[config.mk]
export PLATFORM = sky130hd
export DESIGN_NAME = jfpjc_output_framer
export DESIGN_NICKNAME = d
export VERILOG_FILES = /design/src/rtl/jfpjc_pkg.sv /design/src/rtl/jfpjc_byte_fifo.sv /design/src/rtl/jfpjc_output_framer.sv
export SDC_FILE = /design/constraint.sdc
export NUM_CORES = 1
export LEC_CHECK = 0
export CORE_ASPECT_RATIO = 1.75
export CORE_MARGIN = 2
export CORE_UTILIZATION = 55
export CTS_CLUSTER_DIAMETER = 150
export DETAILED_ROUTE_END_ITERATION = 7
export GPL_TIMING_DRIVEN = 0
export PLACE_DENSITY = 0.75
export SLEW_MARGIN = 20
export SYNTH_ARGS = -nofsm -noshare
export SYNTH_HDL_FRONTEND = slang
export SYNTH_SLANG_ARGS = --single-unit
[constraint.sdc]
create_clock -name i_clock -period 3.7 [get_ports i_clock]
set_input_delay 0.74 -clock i_clock [delete_from_list [all_inputs] [get_ports i_clock]]
set_output_delay 0.74 -clock i_clock [all_outputs]
set_load 0.01 [all_outputs]
[src/rtl/jfpjc_pkg.sv]
// Shared types and constants for the jfpjc output path.
// The framer state encoding lives here so other blocks can decode busy/phase.
package jfpjc_pkg;

   typedef enum logic [2:0] {
      StIdle,
      StHeader,
      StData,
      StEoiFf,
      StEoiD9
   } framer_state_e;

   localparam logic [7:0] JPEG_EOI_HI = 8'hFF;
   localparam logic [7:0] JPEG_EOI_LO = 8'hD9;

   localparam int unsigned HEADER_LEN_DEFAULT = 328;

   // Compressor bytes are only buffered while a frame body can still grow.
   function automatic logic accepts_input(framer_state_e s);
      return (s == StHeader) || (s == StData);
   endfunction

endpackage

[src/rtl/jfpjc_byte_fifo.sv]
// Synchronous byte FIFO with first-word-fall-through read data.
// A read and a write in the same cycle is legal even when full.
module jfpjc_byte_fifo #(
   parameter int unsigned DEPTH = 16,
   localparam int unsigned PTR_W = $clog2(DEPTH)
) (
   input  logic             i_clock,
   input  logic             i_nreset,
   input  logic             i_clear,
   input  logic             i_wr,
   input  logic [7:0]       i_wdata,
   input  logic             i_rd,
   output logic [7:0]       o_rdata,
   output logic             o_full,
   output logic             o_empty,
   output logic [PTR_W:0]   o_count
);

   logic [7:0]   r_mem [DEPTH];
   logic [PTR_W:0] r_wptr;
   logic [PTR_W:0] r_rptr;
   logic         w_do_rd;
   logic         w_do_wr;

   always_comb begin
      o_empty = (r_wptr == r_rptr);
      o_full  = (r_wptr[PTR_W] != r_rptr[PTR_W]) &&
                (r_wptr[PTR_W-1:0] == r_rptr[PTR_W-1:0]);
      o_count = r_wptr - r_rptr;
      o_rdata = r_mem[r_rptr[PTR_W-1:0]];
      w_do_rd = i_rd && !o_empty;
      w_do_wr = i_wr && (!o_full || w_do_rd);
   end

   always_ff @(posedge i_clock or negedge i_nreset) begin
      if (!i_nreset) begin
         r_wptr <= '0;
         r_rptr <= '0;
      end else if (i_clear) begin
         r_wptr <= '0;
         r_rptr <= '0;
      end else begin
         if (w_do_wr) r_wptr <= r_wptr + 1'b1;
         if (w_do_rd) r_rptr <= r_rptr + 1'b1;
      end
   end

   always_ff @(posedge i_clock) begin
      if (w_do_wr && !i_clear) r_mem[r_wptr[PTR_W-1:0]] <= i_wdata;
   end

endmodule

[src/rtl/jfpjc_output_framer.sv]
// Wraps the jfpjc entropy-coded byte stream into a JPEG file: EBR header, FIFO'd body, FF D9.
// Output is a registered byte with a valid/ready handshake.
module jfpjc_output_framer
   import jfpjc_pkg::*;
#(
   parameter int unsigned HEADER_LEN    = HEADER_LEN_DEFAULT,
   parameter int unsigned HEADER_ADDR_W = 9,
   parameter int unsigned FIFO_DEPTH    = 16
) (
   input  logic                     i_clock,
   input  logic                     i_nreset,
   input  logic                     i_frame_start,
   input  logic                     i_frame_end,
   input  logic                     i_in_valid,
   input  logic [7:0]               i_in_data,
   output logic [HEADER_ADDR_W-1:0] o_header_ebr_raddr,
   output logic                     o_header_ebr_ren,
   output logic                     o_header_ebr_rclk,
   input  logic [7:0]               i_header_ebr_dout,
   output logic                     o_out_valid,
   output logic [7:0]               o_out_data,
   input  logic                     i_out_ready,
   output logic                     o_busy,
   output logic                     o_overflow
);

   localparam logic [HEADER_ADDR_W-1:0] HDR_END = HEADER_ADDR_W'(HEADER_LEN);
   localparam int unsigned CNT_W = $clog2(FIFO_DEPTH) + 1;

   framer_state_e            r_state;
   logic [HEADER_ADDR_W-1:0] r_raddr;    // next header address to fetch
   logic [HEADER_ADDR_W-1:0] r_hdr_cnt;  // header bytes moved into the output register
   logic                     r_hdr_dv;   // EBR output holds a fetched, not yet forwarded byte
   logic                     r_end_pend;
   logic                     r_overflow;
   logic                     r_out_valid;
   logic [7:0]               r_out_data;

   logic             w_out_free;
   logic             w_hdr_done;
   logic             w_tail;
   logic             w_ren;
   logic             w_load_hdr;
   logic             w_load_fifo;
   logic             w_start_eoi;
   logic             w_wr;
   logic             w_rd;
   logic             w_drop;
   logic             w_clear;
   logic             w_fifo_full;
   logic             w_fifo_empty;
   logic [7:0]       w_fifo_rdata;
   logic [CNT_W-1:0] w_fifo_count;

   always_comb begin
      w_out_free  = !r_out_valid || i_out_ready;
      w_hdr_done  = (r_hdr_cnt == HDR_END);
      // Body bytes may follow once the last header byte sits in (or left) the output register.
      w_tail      = (r_state == StData) || ((r_state == StHeader) && w_hdr_done);
      w_ren       = (r_state == StHeader) && (r_raddr != HDR_END) && (!r_hdr_dv || w_out_free);
      w_load_hdr  = (r_state == StHeader) && r_hdr_dv && w_out_free;
      w_wr        = i_in_valid && accepts_input(r_state);
      w_load_fifo = w_tail && w_out_free && !w_fifo_empty;
      w_start_eoi = w_tail && w_out_free && r_end_pend && (w_fifo_count == '0) && !w_wr;
      w_rd        = w_load_fifo;
      w_drop      = (w_wr && w_fifo_full && !w_rd) ||
                    (i_in_valid && ((r_state == StEoiFf) || (r_state == StEoiD9)));
      w_clear     = (r_state == StIdle) && i_frame_start;
   end

   jfpjc_byte_fifo #(
      .DEPTH (FIFO_DEPTH)
   ) u_fifo (
      .i_clock  (i_clock),
      .i_nreset (i_nreset),
      .i_clear  (w_clear),
      .i_wr     (w_wr),
      .i_wdata  (i_in_data),
      .i_rd     (w_rd),
      .o_rdata  (w_fifo_rdata),
      .o_full   (w_fifo_full),
      .o_empty  (w_fifo_empty),
      .o_count  (w_fifo_count)
   );

   always_ff @(posedge i_clock or negedge i_nreset) begin
      if (!i_nreset) begin
         r_state     <= StIdle;
         r_raddr     <= '0;
         r_hdr_cnt   <= '0;
         r_hdr_dv    <= 1'b0;
         r_end_pend  <= 1'b0;
         r_overflow  <= 1'b0;
         r_out_valid <= 1'b0;
         r_out_data  <= '0;
      end else begin
         if (w_drop) r_overflow <= 1'b1;

         case (r_state)
            StIdle: begin
               if (i_frame_start) begin
                  r_state    <= StHeader;
                  r_raddr    <= '0;
                  r_hdr_cnt  <= '0;
                  r_hdr_dv   <= 1'b0;
                  r_end_pend <= 1'b0;
                  r_overflow <= 1'b0;
               end
            end

            StHeader: begin
               if (i_frame_end) r_end_pend <= 1'b1;
               if (w_ren) begin
                  r_raddr  <= r_raddr + 1'b1;
                  r_hdr_dv <= 1'b1;
               end else if (w_load_hdr) begin
                  r_hdr_dv <= 1'b0;
               end

               if (w_load_hdr) begin
                  r_out_data  <= i_header_ebr_dout;
                  r_out_valid <= 1'b1;
                  r_hdr_cnt   <= r_hdr_cnt + 1'b1;
               end else if (w_load_fifo) begin
                  r_out_data  <= w_fifo_rdata;
                  r_out_valid <= 1'b1;
                  r_state     <= StData;
               end else if (w_start_eoi) begin
                  r_out_data  <= JPEG_EOI_HI;
                  r_out_valid <= 1'b1;
                  r_state     <= StEoiFf;
               end else if (w_tail && w_out_free) begin
                  r_out_valid <= 1'b0;
                  r_state     <= StData;
               end else if (i_out_ready) begin
                  r_out_valid <= 1'b0;
               end
            end

            StData: begin
               if (i_frame_end) r_end_pend <= 1'b1;
               if (w_load_fifo) begin
                  r_out_data  <= w_fifo_rdata;
                  r_out_valid <= 1'b1;
               end else if (w_start_eoi) begin
                  r_out_data  <= JPEG_EOI_HI;
                  r_out_valid <= 1'b1;
                  r_state     <= StEoiFf;
               end else if (i_out_ready) begin
                  r_out_valid <= 1'b0;
               end
            end

            StEoiFf: begin
               if (i_out_ready) begin
                  r_out_data <= JPEG_EOI_LO;
                  r_state    <= StEoiD9;
               end
            end

            StEoiD9: begin
               if (i_out_ready) begin
                  r_out_valid <= 1'b0;
                  r_state     <= StIdle;
               end
            end

            default: r_state <= StIdle;
         endcase
      end
   end

   assign o_header_ebr_raddr = r_raddr;
   assign o_header_ebr_ren   = w_ren;
   assign o_header_ebr_rclk  = i_clock;
   assign o_out_valid        = r_out_valid;
   assign o_out_data         = r_out_data;
   assign o_busy             = (r_state != StIdle);
   assign o_overflow         = r_overflow;

   a_stall_stable: assert property (@(posedge i_clock) disable iff (!i_nreset)
      (r_out_valid && !i_out_ready) |=> (r_out_valid && $stable(r_out_data)));

   a_hdr_bound: assert property (@(posedge i_clock) disable iff (!i_nreset)
      (r_hdr_cnt <= HDR_END) && (r_raddr <= HDR_END));

   a_ren_in_range: assert property (@(posedge i_clock) disable iff (!i_nreset)
      w_ren |-> (r_raddr < HDR_END));

endmodule

==> flow_summary.ini, run 1 <==
[run_status]
outcome = finished, final reports clean

[sta]
rsz0062_at_grt = no
slew_violations = 0
hold_violations = 0
skew_ps = 9.28
period_minus_slack_ps = 3600
tns_ps = 0
max-slew-margin-rel = 0.459
finalSetupViolations = 0
max_freq_mhz = 278
tightest_slew_ps = 804
finalCritPeriodShare = 0.972

[critical_path]
cpMaxStageDelayCell = nor3b_1
crit_path_end_kind = output pin
regToRegStartpoint = u_fifo.r_rptr[1]
crit_type = register to output pin
rr_worst_depth = 10
ff2ff_setup_slack_ps = 250
setup.worst_path.start_class = register
crit_arrival_ps = 2860
crit_chain = buf_4 > nor3b_1 > o221a_2 > buf_2 > clkdlybuf4s50_1
r2r-end = u_fifo.r_mem[10][6]
crit_fanout = 10
cp.required_ps = 2960
crit_path_max_incr_delay_ps = 650

[yosys]
syn_inst = 469
yosys_most_used_dff = edfxtp_1
ys_ff_latch = 171
synth-edff-count = 128
yosys_warnings = 0
syn_area_um2 = 7470
synth_seq_area_share = 0.659
synth_nets = 504
avgSynthCellArea_um2 = 15.9
yosys.cell_types.count = 54
async_flop_share = 0.251

[global_routing]
antenna_found_initial = 0
overflow = 0
grt_usage = 0.240
grt_max_degree = 28
grt_pass1_wl_um = 25400
grt_pass1_vias = 4545

[finish]
n_antenna_cell = 0
final_common_cell = edfxtp_1
multi_input_comb_area_um2 = 2350
fin_nets = 569
area_growth_pct = 17.7
final.fill_count = 920
mostFrequentLayoutCells = edfxtp_1, dfrtp_1, clkdlybuf4s50_1
register_area_um2 = 4920
instances_no_fill = 721
drive_gt1_frac = 0.176

[power_and_ir_drop]
p_int_w = 0.00370
powerDensity_nw_per_um2 = 595
seqPwrFrac = 0.447
power.share.clock = 0.367
swShare = 0.293
vdd_ir_drop_max_mv = 0.643
combPwrFrac = 0.186
switchingPower_w = 0.00153
power.leakage_nw = 3.14

[place]
place_congestion = 0.906
numPlacedInstances = 687
portBuffers = 43
hpwl_um = 11700

[detailed_routing]
routed_wl_um = 16200
drt-pass1-iter-count = 4
drc = 0
wl_per_cell_um = 22.5
ant_nets = 0
viasPerCell = 5.98
drt-initial-drc-count = 207
num_vias = 4312

[cts]
clk_latency_ps = 530
post_cts_buffers = 0
postCtsHoldBufs = 0
cts_tree = done
clk_transition_reported_paths_ps = 70

[die]
fp.coreArea_um2 = 13300
dieArea_um2 = 14600
dieWidth_um = 92.1
chipHeight_um = 158
start_util = 0.561
rows = 56
pin_count = 44

[worst_hold_path]
hold_path_class = input port to asynchronous set/reset pin

[run]
maxCapViolations = 0
-- worst max path at each step --
stage / start / to / cells after the start / slack, ps
floorplan: u_fifo.r_rptr[1] / u_fifo.r_mem[3][0] / 10 / 700
global placement: u_fifo.r_rptr[1] / u_fifo.r_mem[3][4] / 10 / -380
detailed placement: u_fifo.r_rptr[1] / u_fifo.r_mem[8][6] / 11 / -180
CTS: r_state[1] / o_header_ebr_ren / 5 / 70
global route: r_state[0] / o_header_ebr_ren / 5 / 20
finish: r_state[1] / o_header_ebr_ren / 5 / 100
-- critical path: cells and delay by family, from the launching register on --
family | cells | cell delay, ps
simple gates | 1 | 650
compound gates | 1 | 340
buf+inv | 3 | 960
flops | 1 | 380
-- cell usage after synthesis, drive strengths merged (2+ instances only) --
library cell	instances	area (um2)
and2	5	31.3
o211ai	2	15.0
a21oi	16	80.1
xor2	13	114
or3	2	12.5
nor3b	2	15.0
buf	15	109
mux2i	2	20.0
or4bb	2	22.5
or4	2	18.8
o31ai	4	35.0
mux4	40	923
nor3	6	30.0
xnor2	9	78.8
edfxtp	128	3840
inv	21	78.8
nand3	10	50.1
dfrtp	43	1080
a211oi	3	22.5
and3	18	113
nand2b	4	25.0
nor2b	7	43.8
ha	13	163
o21a	2	15.0
o21ai	15	75.1
nor4bb	2	20.0
o22ai	6	37.5
clkbuf	5	18.8
nand2	25	93.8
nand4	7	43.8
nor2	26	97.6
-- cell families (layout without fill, tap and decap cells) --
logic type	count (synthesis)	in the layout	share of synthesized area
AOI/OAI and AO/OA	58	58	0.0519
buffers and inverters	41	119	0.0276
DFF	171	171	0.659
xor gates and xnor gates	22	22	0.0258
adders and majority gates	14	14	0.0231
and+or+nand+nor	121	121	0.0863
muxes	42	42	0.126
-- sequential cells by signal, summed over array words and instances, names as in the netlist --
register / count
u_fifo.r_mem: 128
u_fifo.r_wptr: 5
r_end_pend: 1
r_hdr_cnt: 9
o_overflow: 1
o_out_data: 8
u_fifo.r_rptr: 5
r_hdr_dv: 1
o_header_ebr_raddr: 9
r_state: 3
o_out_valid: 1
-- metrics by stage --
stage	hold WS [ps]	area (um2)	setup slack (ps)	total power, W	util
after floorplan	444	7470	701	0.00294	-
after global placement	481	8120	-378	0.00333	0.610
after detailed placement	474	8140	-180	0.00338	0.611
after CTS	134	8790	74.2	0.00525	0.660
after global routing	147	8790	24.6	0.00544	0.660
final	136	8790	104	0.00522	0.660
-- what timing repair did --
item | 4_1_cts | 5_1_grt
endpoints found under the setup margin | 97 | 0
endpoints found under the hold margin | 0 | 0
gates resized for setup | 1 | 0
-- power by group through the flow --
| stage | Sequential (W) | Clock (W) | Combinational (W) |
|---|---|---|---|
| finish | 0.00234 | 0.00192 | 0.000972 |
| detailed placement | 0.00238 | 0.0000425 | 0.000961 |
| global placement | 0.00237 | 0.0000425 | 0.000921 |
| CTS | 0.00234 | 0.00194 | 0.000970 |
| floorplan | 0.00237 | 0.0000223 | 0.000547 |
| global route | 0.00236 | 0.00203 | 0.00106 |
-- per-layer routing --
metal	GRT usage	routed length (um)
met3	0.0476	523
met1	0.260	5970
met4	0.0952	394
met2	0.454	9340
met5	0	0
-- area by class of cell --
class | count | area share
Clock inverter | 15 | 0.0171
Inverter | 21 | 0.00897
Tap cell | 174 | 0.0248
Multi-Input combinational cell | 257 | 0.268
Sequential cell | 171 | 0.560
Timing Repair Buffer | 43 | 0.0496
Clock buffer | 21 | 0.0581
Buffer | 19 | 0.0141
Note: power is estimated with default switching activity, not from simulation.
==> run 2, diff against run 1 <==
--- a/config.mk
+++ b/config.mk
@@ -11,8 +11,10 @@
 export CTS_CLUSTER_DIAMETER = 150
 export DETAILED_ROUTE_END_ITERATION = 7
 export GPL_TIMING_DRIVEN = 0
-export PLACE_DENSITY = 0.75
+export HOLD_SLACK_MARGIN = 0.08
+export PLACE_DENSITY = 0.74
 export SLEW_MARGIN = 20
 export SYNTH_ARGS = -nofsm -noshare
 export SYNTH_HDL_FRONTEND = slang
+export SYNTH_HIERARCHICAL = 1
 export SYNTH_SLANG_ARGS = --single-unit
==> run 2 against run 1 <==
Non-clock buffer count grew 11. Setup slack gained 110 ps. Sequential power grew 8%. Count of clock-buffer cells in the layout is the same. First-iteration DRC count grew 68%. Sequential share of layout area shrank 2.4 points. Fmax grew 3.2%. Highest routed layer unchanged. Utilization grew 0.69 points. Clock power is essentially flat. Routed wire length grew 12%. Via count grew 14%.
==> flow_summary.ini, run 2 <==
[cts]
clk_latency_ps = 540
postCtsHoldBufs = 0
post_cts_buffers = 0
clk_transition_reported_paths_ps = 70
cts_tree = done

[yosys]
yosysMostFrequentCell = edfxtp_1
yosys.cell_types.count = 63
yosys_warnings = 6
netlist.area_leader.share = 0.499
synth_area_leaders = edfxtp_1, dfrtp_1, mux4_2
yosysTopAreaCell = edfxtp_1
synth_nets = 565
yosys_most_used_dff = edfxtp_1
syn_inst = 529
synth-edff-count = 128
synth_commonest_cells = edfxtp_1, dfrtp_1, nor2_1
syn_area_um2 = 7700
async_flop_share = 0.251
ys_ff_latch = 171
synth_seq_area_share = 0.639
avgSynthCellArea_um2 = 14.6

[detailed_routing]
ant_nets = 0
wl_met3_um = 729
wl_met2_um = 10500
drc = 0
drt-initial-drc-count = 348
routed_wl_um = 18200
viasPerCell = 6.24
top_layer = met4
num_vias = 4911
drt-pass1-iter-count = 6
wl_per_cell_um = 23.2
wl_met1_um = 6140

[finish]
drive_gt1_frac = 0.177
mostFrequentLayoutCells = edfxtp_1, dfrtp_1, clkdlybuf4s50_1
area_growth_pct = 19.2
fin_nets = 633
final_common_cell = edfxtp_1
n_antenna_cell = 0
post-route-util = 0.667
final.fill_count = 948
largest_reg_flops = 128

[sta]
finalCritPeriodShare = 0.942
tightest_slew_ps = 712
finalSetupViolations = 0
max_freq_mhz = 287
hold_ws_ps = 112
slew_violations = 0
skew_ps = 13.2
rsz0062_at_grt = no
period_minus_slack_ps = 3490
hold_violations = 0
max-slew-margin-rel = 0.523

[die]
dieWidth_um = 93.5
start_util = 0.560
dieArea_um2 = 15000
pin_count = 44
chipHeight_um = 161
fp.coreArea_um2 = 13800
rows = 57

[power_and_ir_drop]
seqPwrFrac = 0.451
power.share.clock = 0.341
switchingPower_w = 0.00174
power.leakage_nw = 3.21
combPwrFrac = 0.207
p_int_w = 0.00385
powerDensity_nw_per_um2 = 608
swShare = 0.311
vdd_ir_drop_max_mv = 0.413

[global_routing]
grt_pass1_wl_um = 28200
grt_max_degree = 30
grt_usage = 0.261
overflow = 0
grt_pass1_vias = 5103
antenna_found_initial = 0

[critical_path]
cp.required_ps = 2960
crit_type = input port to output pin
crit_arrival_ps = 2750
crit_fanout = 10
crit_path_end_kind = output pin
setup.worst_path.start_class = input port

[place]
portBuffers = 43
place_congestion = 0.830
hpwl_um = 12600

[run]
maxCapViolations = 0

[worst_hold_path]
hold_path_class = input port to asynchronous set/reset pin

[run_status]
outcome = finished, final reports clean
==> run 2: cell types whose count changed after synthesis, sizes merged, moves of 10 or more <==
cell	change
nand2	-10
and3	-16
o21ai	+18
mux2i	+24
nor3	+15
mux4	-16
==> run 2: area by class of cell <==
| class | count | area [um2] | share of cell area |
|---|---|---|---|
| Inverter | 20 | 75.1 | 0.00818 |
| Timing Repair Buffer | 47 | 455 | 0.0496 |
| Clock inverter | 15 | 149 | 0.0162 |
| Tap cell | 177 | 221 | 0.0241 |
| Sequential cell | 171 | 4920 | 0.536 |
| Buffer | 26 | 175 | 0.0191 |
| Multi-Input combinational cell | 310 | 2670 | 0.291 |
| Clock buffer | 21 | 510 | 0.0556 |
==> run 2: worst max-delay path, stage by stage <==
cell             delay, ps
clkdlybuf4s50_1        610
nor2b_1                130
a221oi_2               400
buf_2                  290
clkdlybuf4s50_1        570
==> run 2: path summary, 6_finish.rpt <==
path,start,to,slack [ps],cells after the start
worst min register to register,r_end_pend,r_end_pend,540,2
worst max register to register,u_fifo/r_rptr[1],o_out_data[3],300,11
min in group i_clock,r_end_pend,r_end_pend,540,2
max in group asynchronous,i_nreset,u_fifo/r_rptr[1],3100,2
worst max-delay path,i_out_ready,o_header_ebr_ren,210,5
worst min-delay path,i_nreset,r_hdr_cnt[8],110,1
==> run 2: what timing repair did <==
action,4_1_cts,5_1_grt
resized for setup,12,2
cloned,0,0
pin swaps,0,0
setup endpoints to repair,133,53
==> run 2: through the flow <==
| stage | power, W | setup WS, ps | std cells | TNS (ps) | instance area [um2] |
|---|---|---|---|---|---|
| global placement | 0.00356 | -808 | 749 | -74930 | 8350 |
| CTS | 0.00559 | 170 | 787 | 0 | 9180 |
| floorplan | 0.00317 | 93.1 | 529 | 0 | 7700 |
| global route | 0.00583 | 96.3 | 787 | 0 | 9180 |
| detailed placement | 0.00368 | -483 | 754 | -28270 | 8460 |
| finish | 0.00558 | 214 | 787 | 0 | 9180 |
==> run 2: power by group through the flow <==
stage | Sequential [W] | Clock [W] | Combinational [W]
6_report | 0.00252 | 0.00190 | 0.00116
5_1_grt | 0.00255 | 0.00202 | 0.00127
4_1_cts | 0.00252 | 0.00193 | 0.00115
3_5_place_dp | 0.00255 | 0.0000425 | 0.00108
3_3_place_gp | 0.00254 | 0.0000425 | 0.000981
2_1_floorplan | 0.00253 | 0.0000223 | 0.000620
==> run 2: routing by layer <==
| metal | vias to the layer above | track usage |
|---|---|---|
| li1 | 2191 | - |
| met1 | 2487 | 0.265 |
| met2 | 178 | 0.487 |
| met3 | 55 | 0.0483 |
| met4 | 0 | 0.140 |
| met5 | - | 0 |
==> run 2: logic make-up (layout without fill, tap and decap cells) <==
family	after synthesis	in the layout	share of synthesized area
mux	50	50	0.104
fa+ha+maj	15	15	0.0250
buf+inv	48	129	0.0328
compound gates	94	94	0.0832
flops	171	171	0.639
xor+xnor	20	20	0.0237
simple gates	131	131	0.0926
==> run 3, diff against run 2 <==
==> constraint.sdc (replaced) <==
create_clock -name i_clock -period 3.5 [get_ports i_clock]
set_input_delay 0.7 -clock i_clock [delete_from_list [all_inputs] [get_ports i_clock]]
set_output_delay 0.7 -clock i_clock [all_outputs]
set_load 0.01 [all_outputs]
==> run 3 against run 2 <==
Register-to-register slack lost 60 ps. First-iteration DRC count grew 13%. Flip-flop and latch count is the same. Largest cell class unchanged. Sequential share of layout area shrank 0.22 points. Total power grew 6.1%. Worst hold slack gained 430 ps. Count of clock-buffer cells in the layout is the same. Clock power grew 6%. Non-clock buffer count grew 1. Routed wire length shrank 0.41%.
==> flow_summary.ini, run 3 (synthesis results as in run 2) <==
[sta]
max_freq_mhz = 296
rsz0062_at_grt = no
finalSetupViolations = 0
skew_ps = 10.9
slew_violations = 0
max-slew-margin-rel = 0.532
tns_ps = 0
period_minus_slack_ps = 3380
finalCritPeriodShare = 0.966
tightest_slew_ps = 696
hold_violations = 0

[cts]
clk_latency_ps = 540
cts_tree = done
post_cts_buffers = 0
clk_transition_reported_paths_ps = 70

[die]
dieWidth_um = 93.5
rows = 57
start_util = 0.560
dieArea_um2 = 15000
pin_count = 44
fp.coreArea_um2 = 13800
chipHeight_um = 161

[power_and_ir_drop]
swShare = 0.313
power.leakage_nw = 3.23
powerDensity_nw_per_um2 = 643
switchingPower_w = 0.00185
p_int_w = 0.00407
seqPwrFrac = 0.449
power.share.clock = 0.340
vdd_ir_drop_max_mv = 0.431
combPwrFrac = 0.211
design_power_total_w = 0.00592

[critical_path]
r2r-end = u_fifo/r_mem[0][7]
crit_path_max_incr_delay_ps = 550
cpMaxStageDelayCell = clkdlybuf4s50_1
crit_type = register to output pin
setup.worst_path.start_class = register
crit_path_end_kind = output pin
crit_chain = buf_2 > or3b_1 > a221oi_2 > clkbuf_4 > clkdlybuf4s50_1
rr_worst_depth = 10
crit_fanout = 10
ff2ff_setup_slack_ps = 240
crit_arrival_ps = 2680
regToRegStartpoint = u_fifo/r_rptr[2]
cp.required_ps = 2800

[global_routing]
grt_pass1_vias = 5074
grt_max_degree = 30
overflow = 0
grt_usage = 0.258
grt_pass1_wl_um = 28000
antenna_found_initial = 0

[finish]
n_antenna_cell = 0
largest_reg_flops = 128
drive_gt1_frac = 0.180
multi_input_comb_area_um2 = 2700
fin_nets = 634
final_common_cell = edfxtp_1
mostFrequentLayoutCells = edfxtp_1, dfrtp_1, clkdlybuf4s50_1
register_area_um2 = 4920
final.fill_count = 945
area_growth_pct = 19.7

[worst_hold_path]
hold_path_class = register to register
whs_path_depth = 2
hold_start = r_end_pend
hold_end = r_end_pend

[place]
place_congestion = 0.830
hpwl_um = 12600
portBuffers = 43

[detailed_routing]
drt-pass1-iter-count = 6
drc = 0
drt-initial-drc-count = 394
wl_per_cell_um = 23.1
ant_nets = 0
routed_wl_um = 18200
num_vias = 4930
viasPerCell = 6.26

[run_status]
outcome = finished, final reports clean

[run]
maxCapViolations = 0
run 3: cell types whose count changed in the layout (fill, tap and decap cells not counted), sizes merged:
cell	previous run	this run
dlygate4sd3	0	1
run 3: what timing repair did:
| item | CTS | global route |
|---|---|---|
| hold buffers | 1 | 0 |
| pin swaps | 0 | 1 |
| endpoints found under the setup margin | 142 | 30 |
| resized for setup | 15 | 5 |
| hold endpoints to repair | 12 | 0 |
run 3: area by class of cell:
| class | count | share of cell area |
|---|---|---|
| multi-input cells | 310 | 0.293 |
| well taps | 177 | 0.0240 |
| plain buffers | 26 | 0.0193 |
| clock buffers | 21 | 0.0554 |
| flip-flops and latches | 171 | 0.534 |
| repair buffers | 48 | 0.0505 |
| clock inverters | 15 | 0.0162 |
| inverters | 20 | 0.00814 |
run 3: power groups by stage:
| stage | Sequential (W) | Clock, W | Combinational, W |
|---|---|---|---|
| CTS | 0.00266 | 0.00204 | 0.00122 |
| finish | 0.00266 | 0.00201 | 0.00125 |
| floorplan | 0.00268 | 0.0000235 | 0.000655 |
| detailed placement | 0.00270 | 0.0000449 | 0.00115 |
| global placement | 0.00268 | 0.0000449 | 0.00104 |
| global route | 0.00269 | 0.00213 | 0.00137 |
run 3: stage by stage:
step | instances | util | hold WS (ps) | cell area (um2) | worst slack, ps
floorplan | 529 | - | 404 | 7700 | -107
global placement | 749 | 0.607 | 519 | 8350 | -1010
detailed placement | 754 | 0.615 | 532 | 8460 | -683
CTS | 788 | 0.668 | 542 | 9200 | 98.1
global route | 788 | 0.670 | 567 | 9220 | 4.02
finish | 788 | 0.670 | 538 | 9220 | 119
run 3: worst max-delay path, delay by kind of cell, from the launching register on:
family          cells  cell delay [ps]
compound gates      1              310
buf+inv             3             1030
simple gates        1              420
flops               1              400
run 3: worst max path at each step:
stage / from / endpoint / slack [ps] / cells past startpoint
2_1_floorplan: u_fifo/r_rptr[1] / u_fifo/r_mem[0][0] / -110 / 10
3_3_place_gp: u_fifo/r_rptr[1] / u_fifo/r_mem[1][1] / -1010 / 10
3_5_place_dp: u_fifo/r_rptr[1] / u_fifo/r_mem[4][0] / -680 / 10
4_1_cts: r_state[1] / o_header_ebr_ren / 100 / 5
5_1_grt: r_state[1] / o_header_ebr_ren / 4 / 5
6_report: r_state[1] / o_header_ebr_ren / 120 / 5
run 3: metal layers:
metal / global-route usage / part of all wire / vias up
li1: - / - / 2193
met1: 0.261 / 0.33 / 2481
met2: 0.478 / 0.58 / 201
met3: 0.0483 / 0.043 / 55
met4: 0.151 / 0.046 / 0
met5: 0 / 0 / -
